**config.mk**
```make
export PLATFORM = sky130hd
export DESIGN_NAME = axis_fifo_rr_sched
export DESIGN_NICKNAME = d
export VERILOG_FILES = /design/src/rtl/axis_sched_pkg.sv /design/src/rtl/axis_fifo_rr_sched_rr_arb8.sv /design/src/rtl/axis_fifo_rr_sched.sv
export SDC_FILE = /design/constraint.sdc
export NUM_CORES = 1
export LEC_CHECK = 0
export CORE_MARGIN = 2
export CORE_UTILIZATION = 60
export CTS_CLUSTER_SIZE = 8
export DETAILED_ROUTE_END_ITERATION = 6
export DONT_BUFFER_PORTS = 1
export PLACE_DENSITY = 0.76
export SKIP_LAST_GASP = 1
export SLEW_MARGIN = 30
export SYNTH_ARGS = -nofsm -noshare
export SYNTH_HDL_FRONTEND = slang
export SYNTH_HIERARCHICAL = 1
export SYNTH_SLANG_ARGS = --single-unit
```
**constraint.sdc**
```tcl
create_clock -name clk -period 11.4 [get_ports clk]
set_input_delay 2.28 -clock clk [delete_from_list [all_inputs] [get_ports clk]]
set_output_delay 2.28 -clock clk [all_outputs]
set_load 0.005 [all_outputs]
```
**src/rtl/axis_sched_pkg.sv**
```systemverilog
// Shared definitions for the 8-FIFO AXI-Stream round-robin scheduler.
package axis_sched_pkg;

   // bus_sel code space: SEL_BASE+idx selects FIFO idx, 0 selects nothing.
   localparam logic [7:0] SEL_BASE        = 8'd128;
   localparam logic [7:0] NON_FIFO_CHOOSE = 8'd0;

   typedef enum logic {
      S_IDLE = 1'b0,
      S_XFER = 1'b1
   } state_t;

   // Map a channel index onto its bus_sel code.
   function automatic logic [7:0] sel_code(input logic [2:0] idx);
      return SEL_BASE + {5'd0, idx};
   endfunction

endpackage

```
**src/rtl/axis_fifo_rr_sched_rr_arb8.sv**
```systemverilog
// Combinational 8-way rotating-priority arbiter.
// The search starts one past last_idx, so the previous winner is considered last.
module rr_arb8 (
   input  logic [7:0] req,
   input  logic [2:0] last_idx,
   output logic [2:0] win_idx,
   output logic       win_vld
);

   logic [2:0] cand;

   // Walk last_idx+1 .. last_idx+8 (mod 8) and keep the first requester found.
   always_comb begin
      win_vld = 1'b0;
      win_idx = last_idx;
      cand    = last_idx;
      for (int k = 1; k <= 8; k++) begin
         cand = last_idx + 3'(k);
         if (!win_vld && req[cand]) begin
            win_vld = 1'b1;
            win_idx = cand;
         end
      end
   end

endmodule

```
**src/rtl/axis_fifo_rr_sched.sv**
```systemverilog
// Packet-granular round-robin scheduler for the 8-FIFO AXI-Stream read path.
// Grants hold from the first beat to the tlast beat; grants chain without a bubble.
// Optional per-channel packet counters: define AXIS_SCHED_PKT_CNT_EN.
// The bus_sel base code lives in axis_sched_pkg (SEL_BASE).
module axis_fifo_rr_sched
   import axis_sched_pkg::*;
#(
   parameter int unsigned N_CH    = 8,
   parameter int unsigned TIMEOUT = 1024,
   parameter int unsigned CNT_W   = 16
) (
   input  logic              clk,
   input  logic              rst,
   input  logic              sched_en,
   input  logic [N_CH-1:0]   ch_req,
   input  logic              axis_tvalid,
   input  logic              axis_tready,
   input  logic              axis_tlast,
   input  logic              stall_clr,
   output logic [7:0]        bus_sel,
   output logic [N_CH-1:0]   grant_oh,
   output logic              busy,
   output logic              stall_err
`ifdef AXIS_SCHED_PKT_CNT_EN
   ,
   output logic [N_CH*CNT_W-1:0] pkt_cnt
`endif
);

   localparam int unsigned    TW    = $clog2(TIMEOUT + 1);
   localparam logic [TW-1:0]  T_MAX = TW'(TIMEOUT);
   localparam logic [TW-1:0]  T_PRE = TW'(TIMEOUT - 1);

   // Reject configurations the bus_sel code space or the timer cannot express.
   if (N_CH != 8 || TIMEOUT < 2 || CNT_W < 1) begin : g_bad_cfg
      $error("axis_fifo_rr_sched: unsupported N_CH/TIMEOUT/CNT_W");
   end

   state_t          state;
   logic [2:0]      last_idx;
   logic [TW-1:0]   timer;
   logic [2:0]      win_idx;
   logic            win_vld;
   logic            beat;
   logic            end_beat;
   logic            new_grant;
   logic            stall_set;

   rr_arb8 u_arb (
      .req      (ch_req),
      .last_idx (last_idx),
      .win_idx  (win_idx),
      .win_vld  (win_vld)
   );

   // Beat qualification and grant / stall events.
   always_comb begin
      beat      = (state == S_XFER) & axis_tvalid & axis_tready;
      end_beat  = beat & axis_tlast;
      new_grant = sched_en & win_vld & ((state == S_IDLE) | end_beat);
      // Set only on the transition into TIMEOUT so a clear holds during a long stall.
      stall_set = (state == S_XFER) & ~beat & (timer == T_PRE);
   end

   // Scheduler FSM with registered grant outputs.
   always_ff @(posedge clk or posedge rst) begin : fsm
      if (rst) begin
         state    <= S_IDLE;
         bus_sel  <= NON_FIFO_CHOOSE;
         grant_oh <= '0;
         busy     <= 1'b0;
         last_idx <= 3'd7;
      end else begin
         case (state)
            S_IDLE: begin
               if (sched_en && win_vld) begin
                  state    <= S_XFER;
                  bus_sel  <= sel_code(win_idx);
                  grant_oh <= N_CH'(1) << win_idx;
                  busy     <= 1'b1;
                  last_idx <= win_idx;
               end
            end
            S_XFER: begin
               // The grant is only ever re-evaluated on the packet's tlast beat.
               if (end_beat) begin
                  if (sched_en && win_vld) begin
                     bus_sel  <= sel_code(win_idx);
                     grant_oh <= N_CH'(1) << win_idx;
                     last_idx <= win_idx;
                  end else begin
                     state    <= S_IDLE;
                     bus_sel  <= NON_FIFO_CHOOSE;
                     grant_oh <= '0;
                     busy     <= 1'b0;
                  end
               end
            end
            default: state <= S_IDLE;
         endcase
      end
   end

   // No-progress timer and sticky stall flag; a set beats a simultaneous clear.
   always_ff @(posedge clk or posedge rst) begin : stall_mon
      if (rst) begin
         timer     <= '0;
         stall_err <= 1'b0;
      end else begin
         if (stall_set) begin
            stall_err <= 1'b1;
         end else if (stall_clr) begin
            stall_err <= 1'b0;
         end
         if (stall_clr || beat || new_grant || (state != S_XFER)) begin
            timer <= '0;
         end else if (timer != T_MAX) begin
            timer <= timer + TW'(1);
         end
      end
   end

`ifdef AXIS_SCHED_PKT_CNT_EN
   // Count completed packets per channel; counters wrap modulo 2^CNT_W.
   always_ff @(posedge clk or posedge rst) begin : pkt_count
      if (rst) begin
         pkt_cnt <= '0;
      end else if (end_beat) begin
         for (int i = 0; i < N_CH; i++) begin
            if (grant_oh[i]) begin
               pkt_cnt[i*CNT_W +: CNT_W] <= pkt_cnt[i*CNT_W +: CNT_W] + CNT_W'(1);
            end
         end
      end
   end
`else
   // Packet counters are not built in this configuration.
`endif

endmodule
```
==> results_dict.tcl, run 1 <==
set metrics [dict create \
    cts_hold_buf 0 \
    setup_viol 0 \
    netlist_top_cells_count "dfrtp_1, nand2_1, inv_1" \
    critPathArrivalTime_ns 5.21 \
    cts_buffers 5 \
    cp_cell_sequence "mux4_1 -> o21bai_1 -> a32oi_1 -> a32oi_1 -> o21ai_1 -> a221oi_1 -> inv_1 -> a211oi_1 -> a32o_1" \
    dr.pass1.iters 5 \
    tightest_slew_ns 0.737 \
    antenna_found_initial 0 \
    cpMostUsedCell "a32oi_1" \
    grt_pass1_vias 1609 \
    critical_path_class "in -> reg" \
    yosys_warnings 6 \
    die_h_um 64.8 \
    outcome "completed" \
    cts_max_level 2 \
    routed.top_layer "met4" \
    comb_power_share_pct 63.8 \
    io-pin-count 33 \
    post-route-drc-count 0 \
    multi_input_comb_area_um2 1360 \
    grtUsageTotal_pct 24.0 \
    final_cell_area_um2 2290 \
    r2r-start "last_idx[0]" \
    clk_pin_slew_ns 0.06 \
    r2r_setup_slack_ns 6.75 \
    dr_wl_met3_um 295 \
    hold_violations 0 \
    period_share_pct 43.8 \
    via_per_inst 6.63 \
    placed_area_um2 2210 \
    hold_class "reg -> reg" \
    grt_pass1_wl_um 7760 \
    syn_area_um2 2220 \
    slew_headroom_pct 50.9 \
    cts_tree "built" \
    hpwlAfterDp_um 3370 \
    skew_ns 0.00399 \
    yosysTopAreaCell "dfrtp_1" \
    wl_met1_um 2000 \
    core-area_um2 3610 \
    gr-total-overflow 0 \
    synth.most_common_cell "dfrtp_1" \
    met2_wirelength_um 2290 \
    finalWeightedCongestion 0.868 \
    avgSynthCellArea_um2 10.6 \
    synthCells 210 \
    path_buf_inv 1 \
    fillers 277 \
    crit_path_start "ch_req[1]" \
    clock_path_buffers 2 \
    detail_route.wl_per_cell_um 17.9 \
    p_int_uw 381 \
    clock_latency_ns 0.28 \
    regArea_um2 729 \
    cts-root-buf "clkbuf_8" \
    dieArea_um2 4200 \
    fin_crit_ns 4.99 \
    power_density_nw_per_um2 312 \
    cp_top_family "compound AO/OA/AOI/OAI gates" \
    critPathSlowestCell "a221oi_1" \
    area_growth_pct 3.33 \
    totalWireLength_um 4620 \
    synth-edff-count 0 \
    slowest_delay_ns 0.65 \
    peakVddDrop_mv 0.121 \
    synthFlopType "dfrtp_1" \
    first_iter_violations 193 \
    io_buffers 0 \
    rsz0062_at_grt "false" \
    grt_max_degree 30 \
    synth.top_cell.area_share_pct 29.3 \
    path_max_fanout 6 \
    initial_core_util_pct 61.6 \
    final_antenna_net_count 0 \
    whs_ns 0.507 \
    final_max_slew_viol_count 0 \
    clkPwrFrac_pct 11.2 \
    dr_total_vias 1710 \
    nets 229 \
    async_reset_ff_share_pct 100 \
    fmax_ghz 0.200 \
    sw_frac_of_total_pct 46.7 \
    maxCapViolations 0 \
    yosysUniqueCellTypes 56 \
    cp.required_ns 11.61 \
    cts_setup_buffers 0 \
    num_rows 22 \
    die_w_um 64.8 \
    start_kind "input pin" \
    diodes 0 \
    seqPwrFrac_pct 25.0 \
    min_from "bus_sel[2]" \
    cts_resized 0 \
    worstSetupEndpointType "flop" \
    tns_ns 0 \
    power_switching_uw 334 \
    synthTopCellsByArea "dfrtp_1, mux4_2, mux2i_1" \
    leakagePower_uw 0.000930 \
    ys_seq_elements 29 \
    cts_num_sinks 29 \
    seq_area_frac_synth_pct 32.9 \
    post_route_cells_drive_above_1_share_pct 18.1 \
]
==> routing by layer <==
metal | up-vias | GRT usage, %
li1 | 802 | -
met5 | - | 0
met1 | 848 | 32.6
met4 | 0 | 7.45
met3 | 5 | 5.21
met2 | 55 | 38.4
==> worst reg2reg max path, stage by stage (launching register included) <==
cell and delay (ns):
dfstp_2 0.72, inv_1 0.19, ha_1 0.61, mux4_1 0.77, o21bai_1 0.25, a32oi_1 0.15
a32oi_1 0.23, o21ai_1 0.10, a221oi_1 0.65, inv_1 0.12, a211oi_1 0.52, a32o_1 0.27
==> final cells by class <==
type	instances	area share (%)
clock buffers	6	3.16
clock inverters	2	0.436
inverters	16	2.62
multi-input cells	157	59.4
flip-flops and latches	29	31.8
well taps	48	2.62
==> kinds of logic after synthesis <==
family / Yosys count / share of synthesized area [%]
and+or+nand+nor: 57 / 14.1
AOI/OAI and AO/OA: 52 / 17.2
muxes: 32 / 23.7
DFF: 29 / 32.9
buffers and inverters: 27 / 6.31
xor gates and xnor gates: 7 / 2.76
adders and majority gates: 5 / 2.82
other: 1 / 0.169
==> cell usage in the layout (no fill, tap or decap), types with 2 or more instances in the layout <==
master / count
mux2_4: 2
clkbuf_8: 5
o21ai_1: 3
a21oi_1: 9
and4_1: 2
mux4_1: 3
nand3_1: 10
or3_1: 2
conb_1: 4
o21ai_0: 8
nand4_1: 2
a32oi_1: 3
mux4_2: 9
a2111oi_0: 4
ha_1: 5
clkinv_2: 2
mux2i_1: 8
a32o_1: 5
o31ai_1: 2
mux2_2: 7
nand4b_1: 2
nor4_1: 2
clkinv_1: 2
nand2b_1: 2
nand2_1: 16
mux2i_4: 2
a22o_1: 2
dfrtp_1: 26
nor2_1: 9
xor2_1: 2
xnor2_1: 5
a21o_1: 2
dfstp_2: 3
o41a_1: 2
inv_1: 13
or4_1: 2
o21bai_1: 3
==> worst paths after layout <==
| check | end | depth (start not counted) |
|---|---|---|
| setup reg to reg | grant_oh[6] | 11 |
| hold / removal | bus_sel[2] | 1 |
| max in group asynchronous | timer[2] | 1 |
| setup / recovery | grant_oh[6] | 9 |
| min in group asynchronous | busy | 1 |
| hold reg to reg | bus_sel[2] | 1 |
==> through the flow <==
step / power (uW) / instances / worst slack (ns) / util (%)
after floorplan: 554 / 213 / 6.73 / -
after global placement: 613 / 250 / 6.27 / 61.3
after detailed placement: 631 / 250 / 6.19 / 61.3
after CTS: 713 / 258 / 6.48 / 63.6
after global routing: 771 / 258 / 6.21 / 63.6
final: 716 / 258 / 6.41 / 63.6
==> flip-flops by register name, summed over array words and instances, names as in the netlist <==
| signal | count |
|---|---|
| bus_sel | 4 |
| busy | 1 |
| grant_oh | 8 |
| last_idx | 3 |
| stall_err | 1 |
| state | 1 |
| timer | 11 |
==> power groups by stage <==
stage          sequential (uW)  clock [uW]  combinational, uW
3_5_place_dp               181           0                449
3_3_place_gp               178           0                434
4_1_cts                    179        82.4                451
6_report                   179        80.4                457
2_1_floorplan              150           0                404
5_1_grt                    184        85.6                501
Note: power is estimated with default switching activity, not from simulation.
==> run 2, diff against run 1 <==
- ABC_AREA: not set -> 1
- clock period: 11.4 -> 5.2 ns (I/O delays scaled with it)
==> results_dict.tcl, run 2 <==
set metrics [dict create \
    antenna_found_initial 0 \
    maxCapViolations 0 \
    cts_resized 0 \
    fmax_ghz 0.314 \
    core-area_um2 3740 \
    die_w_um 67.3 \
    cp.required_ns 5.35 \
    avgSynthCellArea_um2 7.35 \
    rsz0062_at_grt "false" \
    synth-edff-count 0 \
    synthCells 327 \
    clock_latency_ns 0.28 \
    cts_tree "built" \
    synthFlopType "dfrtp_1" \
    critical_path_class "reg -> reg" \
    initial_core_util_pct 64.2 \
    setup_viol 0 \
    synth.top_cell.area_share_pct 27.1 \
    critPathArrivalTime_ns 3.33 \
    clk_pin_slew_ns 0.06 \
    largest_register_ffs 11 \
    slowest_delay_ns 0.70 \
    cts_hold_buf 0 \
    p_int_uw 791 \
    cts_buffers 5 \
    io-pin-count 33 \
    final_common_cell "nand2_1" \
    grt_max_degree 30 \
    final_max_slew_viol_count 0 \
    most-common-layout-cells "nand2_1, nand3_1, dfrtp_1, inv_1, nor2_1" \
    hold_class "reg -> reg" \
    r2r-start "last_idx[0]" \
    async_reset_ff_share_pct 100 \
    netlist_top_cells_count "nand2_1, nand3_1, dfrtp_1" \
    hold_violations 0 \
    cts_setup_buffers 0 \
    peakVddDrop_mv 0.294 \
    io_buffers 0 \
    power_density_nw_per_um2 666 \
    slew_headroom_pct 61.0 \
    totalWireLength_um 4770 \
    power_switching_uw 863 \
    skew_ns 0.00294 \
    leakagePower_uw 0.00131 \
    grt_pass1_vias 1845 \
    dieArea_um2 4530 \
    tightest_slew_ns 0.584 \
    nets 345 \
    crit_path_start "last_idx[0]" \
    die_h_um 67.3 \
    cts-root-buf "clkbuf_8" \
    pre_cts_slack_ns 2.05 \
    path_max_fanout 12 \
    post-route-drc-count 0 \
    syn_area_um2 2400 \
    post_route_cells_drive_above_1_share_pct 24.2 \
    detail_route.wl_per_cell_um 12.7 \
    worstSetupEndpointType "flop" \
    fin_ws_ns 2.01 \
    num_rows 22 \
    dr_total_vias 2025 \
    cts_num_sinks 29 \
    clkPwrFrac_pct 16.6 \
    gr-total-overflow 0 \
    grt_pass1_wl_um 7960 \
    clock_path_buffers 2 \
    yosysTopAreaCell "dfrtp_1" \
    critPathSlowestCell "dfstp_2" \
    finalWeightedCongestion 0.885 \
    top_register "timer" \
    hpwlAfterDp_um 3830 \
    fin_crit_ns 3.19 \
    cp_cell_sequence "inv_8 -> ha_1 -> inv_2 -> nand3_1 -> nand3_1 -> nand2_2 -> inv_2 -> nand2_4 -> nor2_8 -> nand2_4 -> nor3_1 -> o211ai_1 -> nand2_2 -> ha_1 -> o21ai_0 -> o21ai_0" \
    tns_ns 0 \
    seq_area_frac_synth_pct 30.4 \
    diodes 0 \
    top_regs "timer: 11 flops, grant_oh: 8 flops, bus_sel: 4 flops" \
    sw_frac_of_total_pct 52.2 \
    comb_power_share_pct 61.6 \
    yosys_warnings 6 \
    area_growth_pct 3.44 \
    cp_top_family "simple AND/OR/NAND/NOR gates" \
    outcome "completed" \
    final_antenna_net_count 0 \
    via_per_inst 5.41 \
    whs_ns 0.504 \
    period_share_pct 61.3 \
    min_from "bus_sel[2]" \
    seqPwrFrac_pct 21.7 \
    ys_seq_elements 29 \
    dr.pass1.iters 5 \
    yosysUniqueCellTypes 36 \
    first_iter_violations 118 \
    synth.most_common_cell "nand2_1" \
    path_buf_inv 3 \
    start_kind "flop" \
    cts_max_level 2 \
    synthTopCellsByArea "dfrtp_1, nand2_1, nand3_1" \
    grtUsageTotal_pct 23.2 \
]
==> run 2: worst paths after layout <==
| check | slack, ns | cells after the start | end |
|---|---|---|---|
| max | 2.01 | 16 | busy |
| min | 0.50 | 2 | bus_sel[2] |
| max reg2reg | 2.01 | 16 | busy |
| min reg2reg | 0.50 | 2 | bus_sel[2] |
| max in group asynchronous | 4.12 | 1 | timer[2] |
| min in group asynchronous | 0.70 | 1 | bus_sel[7] |
==> run 2: layout make-up <==
type | count | area (um^2)
inverter | 38 | 158
sequential | 29 | 729
clock buffer | 5 | 68.8
clock inverter | 3 | 65.1
multi-input combinational | 251 | 1400
fill | 357 | 1260
tap | 48 | 60.1
==> run 2: power groups by stage <==
stage | logic (uW) | registers, uW | clock network (uW)
finish | 1020 | 360 | 275
global route | 1150 | 370 | 292
CTS | 1010 | 361 | 280
detailed placement | 1010 | 365 | 0
global placement | 994 | 361 | 0
floorplan | 914 | 320 | 0
==> run 2: per-layer routing <==
metal  up-vias  global-route usage (%)  part of all wire (%)  wire, um
met5         -                       0                     0         0
met1       928                    30.0                    46      2190
li1       1036                       -                     -         -
met2        51                    38.1                    47      2230
met3        10                    6.17                   6.2       296
met4         0                    6.38                   1.0        49
==> run 2: cell families after synthesis <==
family | Yosys count | synth area share, %
xor gates and xnor gates | 3 | 1.09
buffers and inverters | 50 | 11.7
AOI/OAI and AO/OA | 19 | 4.74
and+or+nand+nor | 220 | 49.4
DFF | 29 | 30.4
adders and majority gates | 5 | 2.60
other | 1 | 0.156
==> run 2: metrics by stage <==
step	std cells	cell area (um^2)	utilization [%]	total power, uW
after floorplan	330	2410	-	1230
after global placement	366	2350	62.8	1350
after detailed placement	366	2350	62.8	1370
after CTS	374	2480	66.4	1650
after global routing	374	2480	66.4	1820
final	374	2480	66.4	1650
==> run 2: worst min-delay path: stages, from the launching register on <==
cell and delay [ns]:
dfrtp_1 0.37, nand2_1 0.06, nand2_1 0.05
==> run 3, diff against run 2 <==
- clock period: 5.2 -> 3.19 ns (I/O delays scaled with it)
==> results_dict.tcl, run 3 (same netlist as run 2, synthesis figures left out) <==
set metrics [dict create \
    final_cell_area_um2 2470 \
    grt_pass1_wl_um 8350 \
    die_w_um 67.3 \
    dr_total_vias 2052 \
    clock_path_buffers 2 \
    r2r_setup_slack_ns 0.18 \
    final_util_pct 66.0 \
    io-pin-count 33 \
    grtUsageMet3_pct 5.67 \
    cts_buffers 5 \
    area_growth_pct 2.81 \
    peakVddDrop_mv 0.607 \
    first_iter_violations 145 \
    cts_max_level 2 \
    power_density_nw_per_um2 1060 \
    setup_viol 0 \
    start_kind "flop" \
    top_regs "timer: 11 flops, grant_oh: 8 flops, bus_sel: 4 flops" \
    finalWeightedCongestion 0.941 \
    cts_setup_buffers 0 \
    fin_crit_ns 3.01 \
    met1_usage_pct 32.3 \
    post_route_cells_drive_above_1_share_pct 24.7 \
    path_max_fanout 10 \
    die_h_um 67.3 \
    totalWireLength_um 4890 \
    worstSetupEndpointType "flop" \
    grt_max_degree 30 \
    core-area_um2 3740 \
    placed_area_um2 2370 \
    rr_endpoint "busy" \
    fmax_ghz 0.332 \
    hold_violations 0 \
    critical_path_class "reg -> reg" \
    outcome "completed" \
    r2r-start "last_idx[0]" \
    tns_ns 0 \
    detail_route.wl_per_cell_um 13.0 \
    rsz0062_at_grt "false" \
    initial_core_util_pct 64.2 \
    diodes 0 \
    dr.pass1.iters 5 \
    use_met2_pct 39.2 \
    rr_worst_depth 16 \
    dp.cells 368 \
    cts_num_sinks 29 \
    gr-total-overflow 0 \
    slew_headroom_pct 60.3 \
    grt-busiest-layer "met2" \
    dieArea_um2 4530 \
    pre_cts_slack_ns 0.208 \
    largest_register_ffs 11 \
    fillers 346 \
    final_max_slew_viol_count 0 \
    grt_pass1_vias 1906 \
    skew_ns 0.00663 \
    grtUsageTotal_pct 24.3 \
    cp.required_ns 3.34 \
    post-route-drc-count 0 \
    fin_ws_ns 0.181 \
    via_per_inst 5.46 \
    crit_path_start "last_idx[0]" \
    cts-root-buf "clkbuf_8" \
    critPathArrivalTime_ns 3.16 \
    io_buffers 0 \
    period_share_pct 94.3 \
    clk_pin_slew_ns 0.07 \
    leakagePower_uw 0.00131 \
    fin_cells 376 \
    antenna_found_initial 0 \
    nets 347 \
    cts_tree "built" \
    hold_class "in -> async" \
    clock_latency_ns 0.28 \
    num_rows 22 \
    maxCapViolations 0 \
    hpwlAfterDp_um 3800 \
    final_antenna_net_count 0 \
    most-common-layout-cells "nand2_1, nand3_1, dfrtp_1, inv_1, nor2_1" \
    top_register "timer" \
    tightest_slew_ns 0.594 \
    final_common_cell "nand2_1" \
]
-- run 3: area by class of cell --
cell class	count	area (um^2)	area share [%]
clock buffer	7	96.3	3.90
clock inverter	1	5.00	0.203
inverter	38	160	6.48
multi-input combinational	251	1400	56.8
sequential	29	729	29.5
tap	48	60.1	2.43
timing repair buffer	2	15.0	0.608
-- run 3: per-stage QoR --
stage | hold slack [ns] | power, uW
after floorplan | 0.449 | 2010
after global placement | 0.483 | 2210
after detailed placement | 0.496 | 2250
after CTS | 0.326 | 2590
after global routing | 0.356 | 2860
final | 0.298 | 2610
-- run 3: timing repair --
action,4_1_cts,5_1_grt
hold buffers,0,0
setup endpoints to repair,0,2
resized for setup,0,1
-- run 3: layer usage --
| layer | vias up | part of all wire, % |
|---|---|---|
| met5 | - | 0 |
| met4 | 0 | 1.2 |
| met3 | 7 | 5.7 |
| met2 | 53 | 47 |
| met1 | 961 | 46 |
| li1 | 1031 | - |
-- run 3: worst max-delay path by stage --
stage	endpoint	slack, ns
6_report	busy	0.18
5_1_grt	grant_oh[2]	0.002
4_1_cts	busy	0.20
3_5_place_dp	busy	0.21
3_3_place_gp	busy	0.30
2_1_floorplan	busy	0.35
-- run 3: worst max-delay path: stages, from the launching register on --
cell and delay, ns:
dfstp_2 0.58, inv_8 0.06, ha_1 0.43, inv_2 0.15, nand3_1 0.12, nand3_1 0.15
nand2_2 0.10, inv_2 0.10, nand2_4 0.07, nor2_8 0.13, nand2_4 0.06, nor3_1 0.13
o211ai_1 0.18, nand2_2 0.14, ha_1 0.24, o21ai_0 0.14, o21ai_0 0.10
-- run 3: where the power goes --
| group | switching (uW) | internal, uW |
|---|---|---|
| combinational | 1190 | 529 |
| clock | 142 | 195 |
| sequential | 90.4 | 465 |
| total | 1420 | 1190 |
